===== src/rtl/tnet_tx_arbiter_if.sv =====
// tnet_tx_arbiter_if
// Bundles the requester side (req/hdr/dt/ack) and the Aurora TX AXI-stream
// side (tdata/tvalid/tlast/tready) of the TX arbiter.
//   req    : per-source packet request, level, held until ack
//   hdr    : per-source header word, slice i = [64*i +: 64]
//   dt     : per-source data word,   slice i = [64*i +: 64]
//   ack    : per-source one-hot ack (four-phase)
//   tdata  : TX beat data
//   tvalid : TX beat valid
//   tlast  : high on the data beat
//   tready : link ready
// master = arbiter side, slave = sources + link side.
interface tnet_tx_arbiter_if #(
  parameter int NREQ = 3
);
  logic [NREQ-1:0]    req;
  logic [NREQ*64-1:0] hdr;
  logic [NREQ*64-1:0] dt;
  logic [NREQ-1:0]    ack;
  logic [63:0]        tdata;
  logic               tvalid;
  logic               tlast;
  logic               tready;

  modport master (
    input  req, hdr, dt, tready,
    output ack, tdata, tvalid, tlast
  );

  modport slave (
    output req, hdr, dt, tready,
    input  ack, tdata, tvalid, tlast
  );
endinterface


===== src/rtl/tnet_tx_arbiter.sv =====
// tnet_tx_arbiter
// Shares one Aurora TX AXI-stream link between NREQ packet sources. Each
// source offers a 2-beat packet (header, data); the winner is chosen with
// sync-flagged requests (hdr bit 55) first, then round-robin, and its beats
// are driven onto the link. Channel loss or a stall timeout aborts the packet.
// Ports:
//   user_clk_i    link user clock
//   user_rst_i    synchronous active-high reset
//   channel_ok_i  Aurora channel up
//   bus           requester handshake + TX stream (master modport)
//   grant_o       one-hot current owner, 0 when none
//   timeout_o     1-cycle pulse on stall timeout
//   pkt_cnt_o     packets fully sent, wraps
//
// state       | meaning
// NOT_READY   | channel down or just aborted, outputs idle
// IDLE        | waiting for a request, arbitrates
// LOAD        | latch winner's header/data, raise tvalid with header
// TX_H        | header beat on the link
// TX_D        | data beat on the link (tlast)
// WAIT_NREQ   | ack held until winner drops req
module tnet_tx_arbiter #(
  parameter int NREQ = 3,
  parameter int TO_W = 10
) (
  input  logic                user_clk_i,
  input  logic                user_rst_i,
  input  logic                channel_ok_i,
  tnet_tx_arbiter_if.master   bus,
  output logic [NREQ-1:0]     grant_o,
  output logic                timeout_o,
  output logic [7:0]          pkt_cnt_o
);

  localparam int IW = (NREQ > 1) ? $clog2(NREQ) : 1;
  // Timeout fires on the stalled cycle that would take the counter to all-ones.
  localparam logic [TO_W-1:0] STALL_LAST = {{(TO_W-1){1'b1}}, 1'b0};

  typedef enum logic [2:0] {
    S_NOT_READY, S_IDLE, S_LOAD, S_TX_H, S_TX_D, S_WAIT_NREQ
  } state_t;

  state_t            state_q, state_d;
  logic [IW-1:0]     win_q, win_d;
  // rr_q holds the first index searched, i.e. last winner + 1; reset 0 so
  // source 0 has priority after reset.
  logic [IW-1:0]     rr_q, rr_d;
  logic [NREQ-1:0]   grant_q, grant_d;
  logic [NREQ-1:0]   ack_q, ack_d;
  logic [63:0]       tdata_q, tdata_d;
  logic [63:0]       dt_q, dt_d;
  logic              tvalid_q, tvalid_d;
  logic              tlast_q, tlast_d;
  logic              timeout_q, timeout_d;
  logic [7:0]        pkt_q, pkt_d;
  logic [TO_W-1:0]   stall_q, stall_d;

  logic [NREQ-1:0]   sync_req;
  logic [NREQ-1:0]   cand;
  logic              found;
  logic [IW-1:0]     pick;
  logic              stalled;
  int                idx;

  always_comb begin
    idx   = 0;
    found = 1'b0;
    pick  = '0;
    for (int i = 0; i < NREQ; i++) begin
      sync_req[i] = bus.req[i] & bus.hdr[64*i+55];
    end
    cand = (|sync_req) ? sync_req : bus.req;
    for (int k = 0; k < NREQ; k++) begin
      idx = int'(rr_q) + k;
      if (idx >= NREQ) idx = idx - NREQ;
      if (!found && cand[idx]) begin
        found = 1'b1;
        pick  = IW'(idx);
      end
    end
  end

  always_comb begin
    state_d   = state_q;
    win_d     = win_q;
    rr_d      = rr_q;
    grant_d   = grant_q;
    ack_d     = ack_q;
    tdata_d   = tdata_q;
    dt_d      = dt_q;
    tvalid_d  = tvalid_q;
    tlast_d   = tlast_q;
    timeout_d = 1'b0;
    pkt_d     = pkt_q;
    stall_d   = '0;

    stalled = tvalid_q & ~bus.tready & ((state_q == S_TX_H) || (state_q == S_TX_D));
    if (stalled) stall_d = stall_q + 1'b1;

    if (!channel_ok_i || (stalled && (stall_q == STALL_LAST))) begin
      // Abort: drop the packet uncounted; the source keeps req and is re-served.
      timeout_d = channel_ok_i;
      tvalid_d  = 1'b0;
      tlast_d   = 1'b0;
      grant_d   = '0;
      ack_d     = '0;
      stall_d   = '0;
      state_d   = S_NOT_READY;
    end else begin
      case (state_q)
        S_NOT_READY: state_d = S_IDLE;
        S_IDLE: begin
          if (found) begin
            win_d   = pick;
            grant_d = NREQ'(1) << pick;
            state_d = S_LOAD;
          end
        end
        S_LOAD: begin
          tdata_d  = bus.hdr[64*win_q +: 64];
          dt_d     = bus.dt[64*win_q +: 64];
          tvalid_d = 1'b1;
          tlast_d  = 1'b0;
          state_d  = S_TX_H;
        end
        S_TX_H: begin
          if (bus.tready) begin
            tdata_d = dt_q;
            tlast_d = 1'b1;
            state_d = S_TX_D;
          end
        end
        S_TX_D: begin
          if (bus.tready) begin
            tvalid_d = 1'b0;
            tlast_d  = 1'b0;
            ack_d    = grant_q;
            pkt_d    = pkt_q + 8'd1;
            rr_d     = (win_q == IW'(NREQ-1)) ? '0 : win_q + 1'b1;
            state_d  = S_WAIT_NREQ;
          end
        end
        S_WAIT_NREQ: begin
          if (!bus.req[win_q]) begin
            ack_d   = '0;
            grant_d = '0;
            state_d = S_IDLE;
          end
        end
        default: state_d = S_NOT_READY;
      endcase
    end
  end

  always_ff @(posedge user_clk_i) begin
    if (user_rst_i) begin
      state_q   <= S_NOT_READY;
      win_q     <= '0;
      rr_q      <= '0;
      grant_q   <= '0;
      ack_q     <= '0;
      tdata_q   <= '0;
      dt_q      <= '0;
      tvalid_q  <= 1'b0;
      tlast_q   <= 1'b0;
      timeout_q <= 1'b0;
      pkt_q     <= '0;
      stall_q   <= '0;
    end else begin
      state_q   <= state_d;
      win_q     <= win_d;
      rr_q      <= rr_d;
      grant_q   <= grant_d;
      ack_q     <= ack_d;
      tdata_q   <= tdata_d;
      dt_q      <= dt_d;
      tvalid_q  <= tvalid_d;
      tlast_q   <= tlast_d;
      timeout_q <= timeout_d;
      pkt_q     <= pkt_d;
      stall_q   <= stall_d;
    end
  end

  assign bus.ack    = ack_q;
  assign bus.tdata  = tdata_q;
  assign bus.tvalid = tvalid_q;
  assign bus.tlast  = tlast_q;
  assign grant_o    = grant_q;
  assign timeout_o  = timeout_q;
  assign pkt_cnt_o  = pkt_q;

endmodule


===== src/flat_wrapper.sv =====
// flat-port wrapper written by rule: the top's interface ports become plain ports
module tnet_tx_arbiter_flat 
#(
  parameter int NREQ = 3,
  parameter int TO_W = 10
)
  (user_clk_i, user_rst_i, channel_ok_i, grant_o, timeout_o, pkt_cnt_o, bus_req, bus_hdr, bus_dt, bus_tready, bus_ack, bus_tdata, bus_tvalid, bus_tlast);
  tnet_tx_arbiter_if #(.NREQ(NREQ)) bus_i ();
  input  logic user_clk_i;
  input  logic user_rst_i;
  input  logic channel_ok_i;
  output logic [NREQ-1:0] grant_o;
  output logic timeout_o;
  output logic [7:0] pkt_cnt_o;
  input wire logic [$bits(bus_i.req)-1:0] bus_req;
  input wire logic [$bits(bus_i.hdr)-1:0] bus_hdr;
  input wire logic [$bits(bus_i.dt)-1:0] bus_dt;
  input wire logic [$bits(bus_i.tready)-1:0] bus_tready;
  output wire logic [$bits(bus_i.ack)-1:0] bus_ack;
  output wire logic [$bits(bus_i.tdata)-1:0] bus_tdata;
  output wire logic [$bits(bus_i.tvalid)-1:0] bus_tvalid;
  output wire logic [$bits(bus_i.tlast)-1:0] bus_tlast;
  assign bus_i.req = bus_req;
  assign bus_i.hdr = bus_hdr;
  assign bus_i.dt = bus_dt;
  assign bus_i.tready = bus_tready;
  assign bus_ack = bus_i.ack;
  assign bus_tdata = bus_i.tdata;
  assign bus_tvalid = bus_i.tvalid;
  assign bus_tlast = bus_i.tlast;
  tnet_tx_arbiter #(.NREQ(NREQ), .TO_W(TO_W)) u_core (.user_clk_i(user_clk_i), .user_rst_i(user_rst_i), .channel_ok_i(channel_ok_i), .bus(bus_i), .grant_o(grant_o), .timeout_o(timeout_o), .pkt_cnt_o(pkt_cnt_o));
endmodule

===== config.mk =====
export PLATFORM = sky130hd
export DESIGN_NAME = tnet_tx_arbiter_flat
export DESIGN_NICKNAME = d
export VERILOG_FILES = /design/src/rtl/tnet_tx_arbiter_if.sv /design/src/rtl/tnet_tx_arbiter.sv /design/src/flat_wrapper.sv
export SDC_FILE = /design/constraint.sdc
export NUM_CORES = 1
export LEC_CHECK = 0
export CAP_MARGIN = 20
export CORE_AREA = 2 2 182 184
export DETAILED_ROUTE_END_ITERATION = 8
export DIE_AREA = 0 0 184 186
export GPL_ROUTABILITY_DRIVEN = 1
export SYNTH_ARGS = -nofsm -noshare
export SYNTH_HDL_FRONTEND = slang
export SYNTH_SLANG_ARGS = --single-unit
export TNS_END_PERCENT = 20

===== constraint.sdc =====
create_clock -name user_clk_i -period 2.1 [get_ports user_clk_i]
set_clock_uncertainty 0.2 [all_clocks]
set_input_delay 0.42 -clock user_clk_i [delete_from_list [all_inputs] [get_ports user_clk_i]]
set_output_delay 0.42 -clock user_clk_i [all_outputs]
set_load 0.02 [all_outputs]

======== Word-level counts from Yosys, hierarchy flattened ========
Cells that the tools add are included.
storage, ports and cells
  flip-flop bits (word level) ............. 162
  logic and storage cells ................. 114
  output and inout port bits .............. 81
  input port bits ......................... 391
operators by class
  magnitude comparators ................... 7
  reductions and logical operators ........ 27
  equal/unequal tests ..................... 11
  bitwise logic cells ..................... 8
  $add $sub $neg .......................... 8
  shift-type cells ........................ 3
  multiplexer cells ....................... 38
operators by type and width
  operator                 number
  $shiftx A192 B9 Y64      2
  $pmux W64 S2             1
  $lt A32 B4 Y1 const B    3
  $mux W32                 3
  $ge A32 B3 Y1 const B    2
  $mux W64                 1
  $sub A32 B3 Y32 const B  2
  $mux W3                  8
  $pmux W3 S6              1
  $reduce_and A3 Y1        6
  $mux W1                  12
  $pmux W3 S2              2
  $add A10 B1 Y10 const B  1
  $eq A10 B10 Y1 const B   1
  $add A8 B1 Y8 const B    1
  $bmux W1 S2              4
  $mux W2                  4
  $reduce_bool A2 Y1       4
  $eq A3 B2 Y1 const B     2
  $eq A3 B3 Y1 const B     2
  $ne A2 B2 Y1 const B     3
  $reduce_or A3 Y1         2
  $and A1 B1 Y1            5
  $reduce_and A2 Y1        2
  other kinds (20)         28

======== Depth between registers and ports, before layout ========
Gate-level depths: netlist of run 1.
  depth in word-level cells ............... 16
  gate-level depth with buffers ........... 9

======== Worst setup path after synthesis of run 1 ========
Ideal clock, no wire load.
  path kind ............................... register to register
  from .................................... register u_core.rr_q[0]
  to ...................................... register u_core.grant_q[0], in the netlist u_core.grant_o[0]
  path buffers ............................ 0
  data required time ...................... 1.834 ns
  setup slack ............................. -0.133 ns
  clock period less this slack ............ 2.233 ns
  arrival time ............................ 1.967 ns
  cell stages (with the launch flop) ...... 9
  cells stage by stage .................... dfxtp_1 -> inv_1 -> ha_1 -> maj3_2 -> and3_4 -> o2bb2ai_4 -> nand3b_4 -> or3_1 -> a21oi_2
between the ends
  longest elaborated chain between the ends .. 15
  elaborated cells between the ends (all ways) .. 35
  those cells by class .................... add/sub: 5; order compare: 3; eq/ne: 1; shift: 1; mux: 20; reduce/logical: 5
ends and longest elaborated chain
  item                                                                      RTL line                text
  start, declared                                                           tnet_tx_arbiter.sv:47   logic [IW-1:0] rr_q, rr_d;
  start signal, assigned                                                    tnet_tx_arbiter.sv:172  rr_q <= rr_d;
  parallel branches: the longest is 15 deep, another holds $sub A32 B3 Y32  --
  end signal, assigned                                                      tnet_tx_arbiter.sv:173  grant_q <= grant_d;
  end, declared                                                             tnet_tx_arbiter.sv:48   logic [NREQ-1:0] grant_q, grant_d;
Several ways; the timed one is not identified. The select of a mux whose other input is x is not followed.
A chain may end at the register's enable or synchronous reset.

======== Worst setup path in the final report of run 1 ========
  from .................................... register u_core.rr_q[0]
  to ...................................... register u_core.win_q[1]
between the ends
  longest elaborated chain between the ends .. 13
  elaborated cells between the ends (all ways) .. 31
  those cells by class .................... add/sub: 5; order compare: 3; mux: 18; reduce/logical: 5
ends and longest elaborated chain
  item                                                                      RTL line                text
  parallel branches: the longest is 13 deep, another holds $sub A32 B3 Y32  --
  end signal, assigned                                                      tnet_tx_arbiter.sv:171  win_q <= win_d;
  end, declared                                                             tnet_tx_arbiter.sv:44   logic [IW-1:0] win_q, win_d;
Several ways; the timed one is not identified. The select of a mux whose other input is x is not followed.

==> flow_summary_export.csv, run 1 <==
group,metric,value,unit
yosys,synth_xor_area_frac,0.0145,
floorplan,die-width,184,µm
yosys,synth_ff_type,"dfxtp_1",
yosys,synthSimpleGateAreaFrac,0.157,
timing,rsz0062_at_grt,"true",
clock_tree,cts_hold_buf,0,
yosys,async_flop_share,0,
timing,setup-violations-final,2,
timing,period_share,1.00,
clock_tree,tritoncts,"built",
yosys,yosysSeqAreaShare,0.358,
routing,drtIter0Drc,406,
routing,post_drt_via_cell_ratio,4.91,
floorplan,dieHeight,186,µm
timing,period_minus_slack,2100,ps
critical_path,startpoint,"u_core.rr_q[0]",
yosys,synth_edf_count,0,
yosys,synth_cells,1135,
flow_run,maxCapViolations,0,
placed_design,dpl.hpwl,28100,µm
yosys,synth.area.mux_share,0.148,
power,p_per_area,512,nW/µm²
routing,drc,0,
clock_tree,htreeDepth,4,
timing,relSlewSlack,0.685,
critical_path,critical_path.endpoint,"u_core.win_q[1]",
critical_path,cp.arrival,2210,ps
yosys,synthAdderAreaFrac,0.00926,
placed_design,io_buffers,471,
clock_tree,cts-root-buf,"clkbuf_16",
final_layout,area_growth,68.5,%
critical_path,r2r_end,"u_core.win_q[1]",
clock_tree,path_clk_slew,60,ps
final_layout,fillCellCount,3147,
placed_design,preCtsSetupSlack,-432,ps
routing,ant_nets,0,
critical_path,worstReg2RegStart,"u_core.rr_q[0]",
floorplan,start_util,0.281,
final_layout,fin_area,15300,µm²
final_layout,n_antenna_cell,0,
routing,routedWlPerCell,17.9,µm
timing,fin_ws,-3.24,ps
yosys,syn_area,9050,µm²
global_routing,grt_pass1_wl,53000,µm
yosys,synth_top_cell_area_share,0.358,
final_layout,drive_above_1_share,0.0782,
clock_tree,clock_sinks,162,
yosys,synth_nets,1531,
power,p_leak,0.00505,µW
global_routing,grt_use_total,0.200,
yosys,syn_area_per_cell,7.98,µm²
timing,max_freq,475,MHz
clock_tree,clock_latency,420,ps
placed_design,dpl-instance-area,14600,µm²
power,peakVddDrop,0.488,mV
floorplan,core,32200,µm²
critical_path,r2r.worst_path.cells,8,
yosys,ys_top_cells_by_area,"dfxtp_1, mux2i_1, o211ai_1, a21oi_1, nor2_1",
yosys,yosys_warnings,0,
floorplan,num_io_pins,472,
placed_design,place_congestion,0.871,
routing,dr.pass1.iters,4,
yosys,synth-compound-area-share,0.261,
final_layout,nets,1982,
critical_path,end_kind,"flop",
critical_path,critical_path_class,"flop to flop",
routing,finalWirelength,36000,µm
min_path,worstHoldPathType,"input port to flop",
floorplan,num_rows,66,
floorplan,die_area,34200,µm²
yosys,ys_ff_latch,162,
global_routing,grt.overflow.total,0,
global_routing,grt_max_degree,97,
yosys,synth_cell_type_count,46,
critical_path,rrSetupSlack,-3,ps
clock_tree,numCtsBuffers,17,
yosys,synth_top_family_by_area,"compound AO/OA/AOI/OAI gates",
outcome,status,"finished with violations",
yosys,synth_top_area_cell,"dfxtp_1",
timing,worst_pin_slew,472,ps
routing,vias,9856,
clock_tree,clock_path_buffers,2,
timing,slew_viol_final,0,
critical_path,critPathLaunchType,"flop",
timing,hold_violations,0,
min_path,holdCritStartpoint,"user_rst_i",
critical_path,critPathMaxFanout,7,
critical_path,required,2210,ps
global_routing,antenna_found_initial,1,
global_routing,grt_pass1_vias,9668,
outcome,violations,"negative setup slack",
-- layer usage --
metal | vias to the layer above | wire length [µm] | GRT usage
met5 | - | 13 | 0
met1 | 4528 | 15200 | 0.243
met3 | 23 | 2020 | 0.0421
li1 | 5002 | - | -
met2 | 301 | 18300 | 0.363
met4 | 2 | 393 | 0.0429
-- synth_stat cells (all sizes together), types with 3 or more instances --
cell type	instances
xor2	10
nand4b	3
a211oi	66
o211ai	129
o211a	3
a21oi	136
inv	8
nor2b	5
buf	34
nand3b	4
mux2i	134
o21ai	6
ha	5
xnor2	5
nand3	11
dfxtp	162
nand2	143
nor3	3
and3	5
clkbuf	72
nor2	167
-- cells by family (layout without fill, tap and decap cells) --
kind of cell | Yosys count | in the layout
xor gates and xnor gates | 15 | 15
AOI/OAI and AO/OA | 354 | 354
buffers and inverters | 114 | 578
DFF | 162 | 162
and+or+nand+nor | 349 | 349
adders and majority gates | 7 | 7
muxes | 134 | 134
-- how the worst min path moves through the flow --
stage,endpoint,slack [ps],depth (start not counted)
after floorplan,u_core.stall_q[0],240,1
after global placement,u_core.bus.tdata[27],240,2
after detailed placement,u_core.bus.tdata[38],240,2
after CTS,u_core.timeout_o,60,2
after global routing,u_core.timeout_o,60,2
final,u_core.timeout_o,70,2
-- cells in the final DEF, fill, tap and decap left out, drive strengths merged, types with 4 or more instances in the layout --
cell type,Yosys,layout
a211oi,66,66
nand2,143,143
mux2i,134,134
and3,5,5
nor2,167,167
a21oi,136,136
dlygate4sd2,0,4
inv,8,12
clkbuf,72,21
nor2b,5,5
o21ai,6,6
dfxtp,162,162
nand3,11,11
o211ai,129,129
buf,34,68
xnor2,5,5
xor2,10,10
nand3b,4,4
clkdlybuf4s50,0,464
ha,5,5
-- final cells by class --
cell class              instances  area, µm²  share of cell area
flip-flops and latches        162       3250               0.213
inverters                       8       30.0             0.00197
clock buffers                  21        450              0.0295
clock inverters                11        151             0.00992
well taps                     408        510              0.0335
repair buffers                538       5440               0.357
multi-input cells             859       5420               0.355
-- flip-flops by register name (all words and copies together) (netlist names) --
register           flops
u_core.bus.ack         3
u_core.bus.tdata      64
u_core.bus.tlast       1
u_core.bus.tvalid      1
u_core.dt_q           64
u_core.grant_o         3
u_core.pkt_cnt_o       8
u_core.rr_q            2
u_core.stall_q        10
u_core.state_q         3
u_core.timeout_o       1
u_core.win_q           2
-- critical path, stage by stage, from the launching register on --
cell and delay [ps]:
dfxtp_2 350, inv_2 50, ha_4 270, maj3_2 290, and3_4 150, o2bb2ai_4 150, nand3b_4 110, o211a_1 210
a31o_2 210
-- power breakdown --
part | switching, µW | internal, µW | leakage, µW | total [µW]
logic | 536 | 934 | 0.00345 | 1470
clock network | 1280 | 1920 | 0.000289 | 3200
registers | 29.7 | 3120 | 0.00131 | 3150
total | 1840 | 5970 | 0.00505 | 7810
-- what timing repair did --
item                       CTS  global route
pin swaps                    5             4
setup endpoints to repair    7             8
setup buffers                1             2
resized for setup            6             7
-- metrics by stage --
step / power, µW / cells / utilization / setup TNS, ps / hold slack, ps
after detailed placement: 4690 / 1972 / 0.453 / -11950 / 242
after CTS: 7930 / 2005 / 0.472 / -13.7 / 57.5
after global routing: 8150 / 2007 / 0.474 / -362 / 59.4
after global placement: 4680 / 1972 / 0.453 / -9760 / 238
after floorplan: 3680 / 1135 / - / 0 / 241
final: 7810 / 2007 / 0.474 / -6.09 / 67.2
(Power assumes the default switching activity.)
==> inputs of run 2 (changes only) <==
--- a/config.mk
+++ b/config.mk
@@ -6,10 +6,10 @@
 export NUM_CORES = 1
 export LEC_CHECK = 0
 export CAP_MARGIN = 20
-export CORE_AREA = 2 2 182 184
+export CORE_AREA = 4 4 184 186
 export DETAILED_ROUTE_END_ITERATION = 8
-export DIE_AREA = 0 0 184 186
-export GPL_ROUTABILITY_DRIVEN = 1
+export DIE_AREA = 0 0 188 190
+export PLACE_DENSITY = 0.69
 export SYNTH_ARGS = -nofsm -noshare
 export SYNTH_HDL_FRONTEND = slang
 export SYNTH_SLANG_ARGS = --single-unit
==> run 2 against run 1 <==
Effect of this change:
- the run now ends clean
- power shrank 3.7%
- die area grew 4.4%
- worst hold slack gained 17 ps
- sequential share of layout area grew 0.11 points
- combinational power is essentially flat
- clock-buffer cell count shrank 1
- via count grew 0.96%
- largest power group is now registers
==> flow_summary_export.csv, run 2 (same netlist as run 1, synthesis figures left out) <==
group,metric,value,unit
final_layout,multi_input_area,5410,µm²
clock_tree,clock_path_buffers,2,
routing,drc,0,
critical_path,critical_path_class,"input port to flop",
final_layout,drive_above_1_share,0.0746,
floorplan,core,32300,µm²
global_routing,grt_pass1_vias,10100,
placed_design,io_buffers,471,
timing,worst_pin_slew,525,ps
timing,slew_viol_final,0,
floorplan,die-width,188,µm
routing,finalWirelength,36700,µm
flow_run,maxCapViolations,0,
floorplan,num_io_pins,472,
power,p_leak,0.00508,µW
routing,post_drt_via_cell_ratio,4.89,
timing,setup-violations-final,0,
timing,fin_ws,14.7,ps
clock_tree,htreeDepth,4,
final_layout,fillCellCount,3135,
global_routing,grt_pass1_wl,55900,µm
min_path,hold_depth,2,
critical_path,critPathMaxFanout,6,
global_routing,grt_use_total,0.195,
clock_tree,tritoncts,"built",
clock_tree,path_clk_slew,70,ps
final_layout,register_area,3260,µm²
routing,ant_nets,0,
critical_path,cp.arrival,2200,ps
timing,period_share,0.993,
clock_tree,cts-root-buf,"clkbuf_16",
global_routing,antenna_found_initial,0,
timing,rsz0062_at_grt,"true",
outcome,status,"finished, final reports clean",
placed_design,preCtsSetupSlack,-453,ps
power,p_per_area,495,nW/µm²
routing,routedWlPerCell,18.0,µm
timing,period_minus_slack,2090,ps
final_layout,final_util,0.471,
final_layout,n_antenna_cell,0,
floorplan,start_util,0.280,
final_layout,final_cell_mix,"clkdlybuf4s50_1, nor2_1, dfxtp_1",
clock_tree,numCtsBuffers,17,
critical_path,rrSetupSlack,30,ps
clock_tree,clock_latency,420,ps
clock_tree,cts_hold_buf,0,
timing,hold_violations,0,
critical_path,crit_chain,"clkdlybuf4s50_1 > o2bb2ai_1 > a211oi_2 > buf_4 > o2bb2ai_4 > nand3b_4 > o211a_1 > a31o_2",
final_layout,layout_commonest_cell,"clkdlybuf4s50_1",
timing,relSlewSlack,0.650,
critical_path,r2r.worst_path.cells,8,
critical_path,required,2210,ps
routing,dr.pass1.iters,5,
placed_design,dpl.hpwl,28700,µm
placed_design,place_congestion,0.870,
final_layout,area_growth,67.8,%
critical_path,critPathLaunchType,"input port",
floorplan,num_rows,66,
power,peakVddDrop,0.458,mV
floorplan,die_area,35700,µm²
critical_path,cp_slowest_cell,"clkdlybuf4s50_1",
min_path,worstHoldPathType,"input port to flop",
final_layout,nets,1978,
global_routing,grt_max_degree,96,
timing,max_freq,480,MHz
global_routing,grt.overflow.total,0,
clock_tree,clock_sinks,162,
critical_path,end_kind,"flop",
floorplan,dieHeight,190,µm
routing,vias,9951,
critical_path,slowest_delay,510,ps
routing,drtIter0Drc,432,
[run 2: per-stage QoR]
step / TNS, ps / hold slack [ps] / total power, µW / instance area [µm²] / cells
final: 0 / 84.0 / 7520 / 15200 / 2037
after global routing: -123 / 78.4 / 7860 / 15200 / 2037
after CTS: -11.4 / 71.1 / 7630 / 15200 / 2036
after detailed placement: -23910 / 243 / 4680 / 14600 / 2002
after global placement: -21790 / 238 / 4670 / 14600 / 2002
after floorplan: 0 / 241 / 3680 / 9070 / 1135
[run 2: what timing repair did]
item	in CTS	in global routing
gates cloned	0	0
buffers inserted	2	1
endpoints found under the setup margin	9	22
gates resized for setup	8	11
pin swaps	6	5
[run 2: per-layer routing]
metal / vias up / track usage / share of wire
li1: 4992 / - / -
met1: 4597 / 0.238 / 0.42
met2: 325 / 0.348 / 0.50
met3: 37 / 0.0431 / 0.056
met4: 0 / 0.0511 / 0.019
met5: - / 0 / 0
[run 2: path summary, 6_finish.rpt]
| check | startpoint | endpoint |
|---|---|---|
| worst min register to register | u_core.bus.tdata[61] | u_core.bus.tdata[61] |
| worst max register to register | u_core.rr_q[0] | u_core.win_q[1] |
| worst min-delay path | user_rst_i | u_core.dt_q[20] |
| worst max-delay path | bus_req[0] | u_core.win_q[1] |
[run 2: worst max-delay path, delay by kind of cell]
kind / cells / cell delay, ps
AND/OR/NAND/NOR: 1 / 120
AO/OA/AOI/OAI: 5 / 1000
buffers and inverters: 2 / 650
[run 2: where the power goes]
part,internal [µW],switching (µW),leakage [µW]
Clock,1540,1370,0.000246
Sequential,3120,33.1,0.00131
Combinational,928,536,0.00353
[run 2: final cells by class]
class,instances,area share
inverters,8,0.00198
well taps,442,0.0364
multi-input cells,859,0.356
clock inverters,12,0.00667
repair buffers,534,0.356
flip-flops and latches,162,0.214
clock buffers,20,0.0287
==> variant 1 (config.mk and constraints of run 1) <==
Encoding of `state_t`: now one-hot (6 bits for 6 states).
--- a/src/rtl/tnet_tx_arbiter.sv
+++ b/src/rtl/tnet_tx_arbiter.sv
@@ -36,8 +36,8 @@
   // Timeout fires on the stalled cycle that would take the counter to all-ones.
   localparam logic [TO_W-1:0] STALL_LAST = {{(TO_W-1){1'b1}}, 1'b0};
 
-  typedef enum logic [2:0] {
-    S_NOT_READY, S_IDLE, S_LOAD, S_TX_H, S_TX_D, S_WAIT_NREQ
+  typedef enum logic [5:0] {
+    S_NOT_READY = 6'b000001, S_IDLE = 6'b000010, S_LOAD = 6'b000100, S_TX_H = 6'b001000, S_TX_D = 6'b010000, S_WAIT_NREQ = 6'b100000
   } state_t;
 
   state_t            state_q, state_d;
Behaviour: no difference found for any inputs over 4 cycles, from zero or initial values and one cycle with user_rst_i high; so few cycles prove little.
==> variant 1 against run 1 <==
The flow still finishes with violations (negative setup slack). Core utilization up 1.9 points. Area after synthesis grew 3.0%. Sequential cell count grew 3. Setup slack got worse by 0.031 ns. Wire length rose by 2.6%. Power is 6.0% lower. Non-clock buffer count grew 33. Final area grew 3.9%. Largest cell class unchanged. Sequential share of layout area is 0.38 points lower. Synthesized cell count rose by 3.3%. Final cell count increased by 3.2%. Clock power is 5% lower. Highest routed layer is now met4.
==> variant 1: results (changes against run 1) <==
| Metric | Value |
|---|---|
| Violated checks | negative setup slack |
| # nets final | 2047 (+3.3%) |
| Register Area | 0.003321 mm² (+2.1%) |
| Routability cong. | 0.8048 (-7.6%) |
| Routed wl met3 | 2428 µm (+20%) |
| First DRT Iteration DRCs | 530 (+31%) |
| Worst R2R End | u_core.dt_q[35] |
| Met1 Track Usage GR | 24.20% (-0.084 points) |
| Setup ws final | -0.03416 ns (-0.03092 ns) |
| Seq/Total Area, Yosys | 35.44% (-0.38 points) |
| Fraction of layout cells with a size suffix above 1 | 10.52% (+2.7 points) |
| Unique masters post-synth | 53 (+15%) |
| Worst Path Max Fanout | 21 (+14) |
| Antenna violations before repair | 0 (-1) |
| Total negative slack | -0.5165 ns (-0.5104 ns) |
| GR Util met3 | 4.696% (+0.49 points) |
| Setup violations, final | 24 (+22) |
| Bufs w/o clock | 571 (+6.1%) |
| Area used by multi-input combinational logic | 0.005670 mm² (+4.6%) |
| Mux contribution to synthesized area | 14.17% (-0.64 points) |
| Seq/total area | 20.95% (-0.38 points) |
| Placed Instance Area | 0.01496 mm² (+2.5%) |
| Synth Net Count | 1569 (+2.5%) |
| Vias in the first global route | 9647 (-0.22%) |
| CP delay by family, top | simple AND/OR/NAND/NOR gates |
| Routing usage on met2 | 35.14% (-1.1 points) |
| Leak Pwr | 5.367 nW (+6.3%) |
| Comb pwr | 1.18 mW (-20%) |
| DR vias | 10256 (+4.1%) |
| P per Cell Area | 463.3 mW/mm² (-9.5%) |
| Final wirelength | 36900 µm (+2.6%) |
| Post-route non-filler standard cell count | 2072 (+3.2%) |
| Adder-Cell Fraction of Synth Area | 0.6711% (-0.25 points) |
| Inverters | 6 (-2) |
| Synth Area per Inst | 7.947 µm² (-0.38%) |
| FF-to-FF Start | u_core.state_q[5] |
| # resized after CTS | 22 (+16) |
| Worst slew pin tran | 0.7366 ns (+0.2647 ns) |
| Status | complete, but fails checks |
| # clk buffers | 20 (-4.8%) |
| Complex-gate fraction of the synthesized area | 26.17% (+0.12 points) |
[variant 1: cell count changes in the layout (fill, tap and decap cells not counted), sizes merged, moves of 4 or more]
cell | before | now
nand2 | 143 | 147
nand3 | 11 | 17
nor2 | 167 | 154
clkdlybuf4s50 | 464 | 454
xor2 | 10 | 14
nor3 | 3 | 8
dlymetal6s2s | 2 | 9
a21oi | 136 | 147
o21ai | 6 | 11
nand4 | 1 | 5
buf | 68 | 98
[variant 1: how the worst max path moves through the flow]
| stage | from | end | slack (ns) |
|---|---|---|---|
| 2_1_floorplan | u_core.rr_q[0] | u_core.grant_o[0] | -0.0004 |
| 3_3_place_gp | bus_req[1] | u_core.win_q[1] | -0.34 |
| 3_5_place_dp | bus_hdr[119] | u_core.win_q[1] | -0.38 |
| 4_1_cts | u_core.rr_q[0] | u_core.grant_o[0] | -0.03 |
| 5_1_grt | u_core.state_q[0] | u_core.dt_q[25] | -0.16 |
| 6_report | u_core.state_q[5] | u_core.dt_q[35] | -0.03 |
==> variant 2 (config.mk and constraints of run 1) <==
Without the edit above. `TO_W` is set to 10 in 2 places; all go to 11.
--- a/src/rtl/tnet_tx_arbiter.sv
+++ b/src/rtl/tnet_tx_arbiter.sv
@@ -21,7 +21,7 @@
 // WAIT_NREQ   | ack held until winner drops req
 module tnet_tx_arbiter #(
   parameter int NREQ = 3,
-  parameter int TO_W = 10
+  parameter int TO_W = 11
 ) (
   input  logic                user_clk_i,
   input  logic                user_rst_i,
--- a/src/flat_wrapper.sv
+++ b/src/flat_wrapper.sv
@@ -2,7 +2,7 @@
 module tnet_tx_arbiter_flat 
 #(
   parameter int NREQ = 3,
-  parameter int TO_W = 10
+  parameter int TO_W = 11
 )
   (user_clk_i, user_rst_i, channel_ok_i, grant_o, timeout_o, pkt_cnt_o, bus_req, bus_hdr, bus_dt, bus_tready, bus_ack, bus_tdata, bus_tvalid, bus_tlast);
   tnet_tx_arbiter_if #(.NREQ(NREQ)) bus_i ();
Function: same outputs for any inputs over 4 cycles, from zero or initial values and one cycle with user_rst_i high; that may be too few to reach the edited logic, so the function may still have changed.
==> variant 2 against run 1 <==
The flow still finishes with violations (negative setup slack). Synthesized cell count decreased by 4.3%. Area after synthesis increased by 1.7%. Wire length increased by 1.3%. Final area increased by 0.29%. Sequential cell count increased by 1. Core utilization increased by 0.14 points. Setup slack got worse by 0.048 ns. Power decreased by 1.4%. Critical path type is now input port to flop. Critical endpoint is now u_core.grant_o[0]. Largest power group is now sequential cells. Highest routed layer is now met4.
==> variant 2: results (changes against run 1) <==
| Metric | Value |
|---|---|
| Number of sequential cells | 163 (+0.62%) |
| Post-route non-filler standard cell count | 1957 (-2.5%) |
| Area used by multi-input combinational logic | 0.005482 mm² (+1.1%) |
| # nets final | 1932 (-2.5%) |
| DR vias | 9943 (+0.88%) |
| FF-to-FF Start | u_core.rr_q[1] |
| Clk slew on worst S/H paths | 0.08 ns (+0.02 ns) |
| Top cells by count, synth | dfxtp_1 (163), nor2_1 (156), a21oi_1 (140) |
| Violated checks | negative setup slack |
| First DRT Iteration DRCs | 441 (+8.6%) |
| Hold EP | u_core.bus.tdata[59] |
| Post-synth top area share | 35.45% (-0.37 points) |
| Total negative slack | -0.05107 ns (-0.04498 ns) |
| Worst R2R Path Depth | 6 (-2) |
| CP Data Arrival Time | 2.32 ns (+0.11 ns) |
| Routability cong. | 0.8307 (-4.6%) |
| Seq/total area | 21.38% (+0.052 points) |
| Hold WS | 0.08870 ns (+0.02146 ns) |
| CP delay by family, top | buffers and inverters |
| Synth Area per Inst | 8.476 µm² (+6.3%) |
| Placed Instance Area | 0.01462 mm² (+0.12%) |
| Net Sw Frac | 26.09% (+2.5 points) |
| Antenna violations before repair | 0 (-1) |
| Unique masters post-synth | 56 (+22%) |
| Multi-Input Combinational | 803 (-6.5%) |
| Total GRT Usage | 20.11% (+0.11 points) |
| Status | complete, but fails checks |
| Clk cell area share | 3.680% (-0.27 points) |
| Fillers | 3130 (-0.54%) |
| First-pass iteration count of the detailed router | 6 (+2) |
| Postcts setup bufs | 0 (-1) |
| Worst path slowest cell | clkdlybuf4s50_1 |
| Worst Path Max Fanout | 5 (-2) |
| Inverters | 13 (+5) |
| Area growth from synthesis to layout | 66.22% |
| Setup violations, final | 1 (-1) |
| Vias in the first global route | 9726 (+0.60%) |
| Post-DP HPWL | 27760 µm (-1.4%) |
| Non-Clock Buffer Area Fraction | 35.46% (-0.19 points) |
| Worst Setup EP | u_core.grant_o[0] |
| Leak Pwr | 5.278 nW (+4.5%) |
| # clk buffers | 17 (-19%) |
| Seq/Total Area, Yosys | 35.45% (-0.37 points) |
| Sequential Power | 3.16 mW (about the same) |
| Setup ws final | -0.05107 ns (-0.04783 ns) |
| Max VDD drop | 0.0004602 V (-5.7%) |
| Clk power | 3.01 mW (-6%) |
| CP max stage delay | 0.55 ns (+0.20 ns) |
| Worst slew pin tran | 0.4437 ns (-0.02822 ns) |
==> variant 2: changes by cell type after synthesis, sizes merged, moves of 12 or more <==
cell	delta
nand2	-64
o211ai	-61
mux2i	-69
clkbuf	-12
a221o	+64
mux2	+64
buf	+13
==> variant 2: cells by family (layout without fill, tap and decap cells) <==
logic type	count (synthesis)	count (layout)	share of synthesized area (%)
buffers and inverters	120	583	6.062
AOI/OAI and AO/OA	366	366	28.23
adders and majority gates	6	6	0.8019
muxes	129	129	14.90
xor gates and xnor gates	14	14	1.332
DFF	163	163	35.45
and+or+nand+nor	288	288	13.23
==> variant 2: metal layers <==
metal  track usage, %  up-vias  wire length (µm)
met4            4.320        0               375
met3            3.561       24              1930
met5                0        -                 0
met1            25.28     4709             15650
met2            35.86      274             18480
li1                 -     4936                 -
